==> src/rtl/viterbi_traceback_pkg.sv <==
// Shared Viterbi decoder constants, traceback FSM encoding and row-index helper.
package viterbi_traceback_pkg;

    localparam int K      = 3;
    localparam int M      = K - 1;
    localparam int S      = 1 << M;
    localparam int D      = 6;
    localparam int TIME_W = (D > 2) ? $clog2(D) : 1;

    typedef enum logic [1:0] {
        IDLE,
        TRACE,
        DECODE
    } fsm_state_t;

    // Circular decrement of a survivor-memory row index: 0 wraps to depth-1.
    function automatic int unsigned wrap_dec(input int unsigned t, input int unsigned depth);
        return (t == 0) ? depth - 1 : t - 1;
    endfunction

endpackage

==> src/rtl/viterbi_traceback.sv <==
// Survivor-path traceback: walks D-1 steps back from the newest row and emits one decoded bit.
module viterbi_traceback #(
    parameter  int M      = 2,
    parameter  int D      = 6,
    localparam int TIME_W = (D > 2) ? $clog2(D) : 1
) (
    input  logic              clk,
    input  logic              rst_n,
    input  logic [TIME_W-1:0] wr_ptr,
    input  logic [M-1:0]      s_end,
    input  logic              force_state0,
    output logic [TIME_W-1:0] tb_time,
    output logic [M-1:0]      tb_state,
    input  logic              tb_surv_bit,
    output logic              dec_bit_valid,
    output logic              dec_bit
);

    import viterbi_traceback_pkg::*;

    localparam int FW = $clog2(D + 1);

    fsm_state_t        state, state_n;
    logic [TIME_W-1:0] wr_ptr_q;
    logic [FW-1:0]     fill_cnt, fill_n;
    logic [TIME_W-1:0] step_cnt, step_n;
    logic              pending, pend_n;
    logic [TIME_W-1:0] time_n;
    logic [M-1:0]      st_n;
    logic              dec_n, valid_n;

    logic              new_row;
    logic [TIME_W-1:0] start_time;
    logic [M-1:0]      start_state;

    always_ff @(posedge clk or negedge rst_n) begin
        if (!rst_n) begin
            state <= IDLE;
        end else begin
            state <= state_n;
        end
    end

    always_comb begin
        new_row     = (wr_ptr != wr_ptr_q);
        start_time  = TIME_W'(wrap_dec(32'(wr_ptr), D));
        start_state = force_state0 ? '0 : s_end;

        state_n = state;
        time_n  = tb_time;
        st_n    = tb_state;
        step_n  = step_cnt;
        pend_n  = pending;
        dec_n   = dec_bit;
        valid_n = 1'b0;
        fill_n  = (new_row && fill_cnt != FW'(D)) ? fill_cnt + FW'(1) : fill_cnt;

        case (state)
            IDLE: begin
                if (new_row && fill_cnt >= FW'(D - 1)) begin
                    time_n  = start_time;
                    st_n    = start_state;
                    step_n  = '0;
                    pend_n  = 1'b0;
                    state_n = TRACE;
                end
            end
            TRACE: begin
                if (new_row) begin
                    pend_n = 1'b1;
                end
                st_n   = {tb_state[M-2:0], tb_surv_bit};
                time_n = TIME_W'(wrap_dec(32'(tb_time), D));
                step_n = step_cnt + TIME_W'(1);
                if (step_cnt == TIME_W'(D - 2)) begin
                    state_n = DECODE;
                end
            end
            DECODE: begin
                dec_n   = tb_state[M-1];
                valid_n = 1'b1;
                // A row landing on this very edge is folded into the pending restart.
                if (pending || new_row) begin
                    time_n  = start_time;
                    st_n    = start_state;
                    step_n  = '0;
                    pend_n  = 1'b0;
                    state_n = TRACE;
                end else begin
                    state_n = IDLE;
                end
            end
            default: begin
                state_n = IDLE;
            end
        endcase
    end

    always_ff @(posedge clk or negedge rst_n) begin
        if (!rst_n) begin
            wr_ptr_q      <= '0;
            fill_cnt      <= '0;
            step_cnt      <= '0;
            pending       <= 1'b0;
            tb_time       <= '0;
            tb_state      <= '0;
            dec_bit       <= 1'b0;
            dec_bit_valid <= 1'b0;
        end else begin
            wr_ptr_q      <= wr_ptr;
            fill_cnt      <= fill_n;
            step_cnt      <= step_n;
            pending       <= pend_n;
            tb_time       <= time_n;
            tb_state      <= st_n;
            dec_bit       <= dec_n;
            dec_bit_valid <= valid_n;
        end
    end

endmodule

==> config.mk <==
export PLATFORM = sky130hd
export DESIGN_NAME = viterbi_traceback
export DESIGN_NICKNAME = d
export VERILOG_FILES = /design/src/rtl/viterbi_traceback_pkg.sv /design/src/rtl/viterbi_traceback.sv
export SDC_FILE = /design/constraint.sdc
export NUM_CORES = 1
export LEC_CHECK = 0
export ABC_CLOCK_PERIOD_IN_PS = 2200
export BUFFER_PORTS_ARGS = -buffer_cell sky130_fd_sc_hd__buf_2
export CAP_MARGIN = 5
export CORE_UTILIZATION = 35
export CTS_CLUSTER_DIAMETER = 40
export DETAILED_ROUTE_END_ITERATION = 10
export SYNTH_ARGS = -nofsm -noshare
export SYNTH_HDL_FRONTEND = slang
export SYNTH_SLANG_ARGS = --single-unit
export TNS_END_PERCENT = 30
==> constraint.sdc <==
create_clock -name clk -period 2.2 [get_ports clk]
set_input_delay 0.55 -clock clk [delete_from_list [all_inputs] [get_ports clk]]
set_output_delay 0.55 -clock clk [all_outputs]
set_load 0.01 [all_outputs]
==> out/metrics.cfg <==
[route]
wirelength_microns = 1800
vias = 753
ant_nets = 0
routedWlPerCell_microns = 12.8
viasPerCell = 5.34
first_pass_iters = 4
drt_iter0_drc = 14
drc = 0

[sta]
worstMarginPinSlew_ns = 0.419
finalSetupTns_ns = 0
maxSlewViolCount = 0
fmax_mhz = 599
fin_worst_skew_ns = 0.00644
rsz0062_at_grt = no
period_share_pct = 75.8
setup_viol = 0
hold_viol_final = 0
relSlewSlack_pct = 72.0
period_needed_ns = 1.67

[critical_path]
critPathLaunchType = register
slowest_delay_ns = 0.43
crit_path_cell_trace = inv_1 > ha_1 > o31ai_1 > a31o_2 > a22o_1 > a211o_1
arrival_ns = 1.87
crit_path_top_delay_cell = dfrtp_1
critical_path_depth = 6
path_class = register to register
rr_worst_depth = 6
cp.buffers_inverters = 1
critPathCaptureType = register
required_ns = 2.40
path_delay_family = compound AO/OA/AOI/OAI gates
reg2reg_slack_ns = 0.53
cp_max_fo = 7

[global_routing]
grtUsageTotal_pct = 14.1
antenna_found_initial = 0
grt_overflow = 0
grt_pass1_wl_microns = 2900
grt_max_degree = 20
grt_pass1_vias = 632

[place]
dp_hpwl_microns = 1340
place_area_sq_um = 1090
port_buffers = 15
gp_congestion = 0.724
dpl.cell_count = 137

[finish]
fin_util_pct = 43.6
stdcell_count = 141
design_area_sq_um = 1120
fill_cells = 270
drive_gt1_share_pct = 21.6
final_cell_mix = dfrtp_1 (19), buf_2 (15), inv_1 (9), nor2_1 (7)
final_common_cell = dfrtp_1
synthToLayoutAreaGrowth_pct = 14.3
nNetsFinal = 126
diodes = 0

[outcome]
status = finished, final reports clean

[floorplan]
placementRows = 18
core-area_sq_um = 2570
die_area_sq_um = 3010
die_h_microns = 54.9
start_util_pct = 38.1
die_w_microns = 54.9
io_pins = 16

[pwr]
power_density_nw_per_um2 = 1360
power.leakage_nw = 0.542
ir_drop_uv = 719

[clocking]
clock_latency_ns = 0.30
cts_resized = 0
cts_tree = built
cts.path.max_buffers = 2
cts-root-buf = clkbuf_4
clock-sinks = 19
cts_setup_buffers = 0
clk_pin_slew_ns = 0.11
cts_hold_buf = 0
cts-htree-levels = 1
numCtsBuffers = 3

[synth]
synth_top_flop_cell = dfrtp_1
yosys_warnings = 0
ys_seq_area_share_pct = 48.6
synth_edf_count = 0
synth_compound_area_share_pct = 19.1
synth_adder_area_share_pct = 6.39
synth-simple-area-share_pct = 12.0
synth_nets = 107
synthDistinctLibCells = 33
ys_seq_elements = 19
synth-xor-area-share_pct = 4.48
synth.avg_cell_area_sq_um = 10.5
muxShareOfSynthArea_pct = 5.24
synthCells = 93
ys_async_sr_fraction_pct = 100
syn_area_sq_um = 978
synth_top_family_by_area = compound AO/OA/AOI/OAI gates

[worst_hold_path]
hold_class = input pin to asynchronous set/reset pin

[run]
drv_cap = 0

metrics by stage:
stage,setup slack (ns),hold slack (ns),power [mW]
after detailed placement,0.328,0.495,1.36
after CTS,0.523,0.173,1.55
after global placement,0.374,0.486,1.33
after floorplan,0.559,0.254,1.15
final,0.531,0.165,1.52
after global routing,0.410,0.189,1.67
synth_stat cells, types with 2 or more instances:
cell type  number  share of area [%]
a211o_1         2                1.8
o21ai_0         4                2.0
nor3b_1         3                2.3
ha_1            5                6.4
a31oi_1         2                1.3
xnor2_1         4                3.6
inv_1           9                3.5
nor2b_1         2                1.3
a21oi_1         4                2.0
nor2_1          7                2.7
nand2_1         5                1.9
mux2i_1         4                4.1
dfrtp_1        19                 49
a221oi_1        3                2.7
clkbuf_1        2               0.77
where the power goes:
group / internal, mW / switching (mW)
logic: 0.340 / 0.379
registers: 0.491 / 0.138
clock network: 0.0678 / 0.109
total: 0.899 / 0.626
layout make-up:
type / count / area, sq um / area share (%)
Clock buffer: 3 / 22.5 / 2.01
Clock inverter: 1 / 5.00 / 0.447
Inverter: 9 / 33.8 / 3.02
Multi-Input combinational cell: 63 / 462 / 41.3
Sequential cell: 19 / 475 / 42.5
Tap cell: 30 / 37.5 / 3.36
Timing Repair Buffer: 16 / 82.6 / 7.38
path summary, 6_finish.rpt:
kind,start,endpoint
setup / recovery,fill_cnt[1]$_DFFE_PN0P_,tb_time[0]$_DFFE_PN0P_
hold / removal,rst_n,state[0]$_DFFE_PN0P_
setup reg to reg,fill_cnt[1]$_DFFE_PN0P_,tb_time[0]$_DFFE_PN0P_
hold reg to reg,step_cnt[2]$_DFFE_PN0P_,step_cnt[2]$_DFFE_PN0P_
max in group asynchronous,rst_n,wr_ptr_q[0]$_DFF_PN0_
min in group clk,wr_ptr[1],wr_ptr_q[1]$_DFF_PN0_
sequential cells by signal, summed over array words and instances (netlist names):
signal,cells
pending,1
fill_cnt,3
tb_state,2
dec_bit,1
tb_time,3
dec_bit_valid,1
wr_ptr_q,3
state,2
step_cnt,3
cell families after synthesis:
logic type / Yosys count
and+or+nand+nor: 23
DFF: 19
buffers and inverters: 11
adders and majority gates: 5
muxes: 5
xor gates and xnor gates: 5
AOI/OAI and AO/OA: 25
routing by layer:
layer / vias up / track usage [%] / part of all wire, %
li1: 366 / - / -
met1: 365 / 18.4 / 45
met2: 18 / 21.3 / 48
met3: 4 / 5.00 / 6.6
met4: 0 / 5.13 / 1.1
met5: - / 0 / 0
Power figures use the tool's default switching activity.
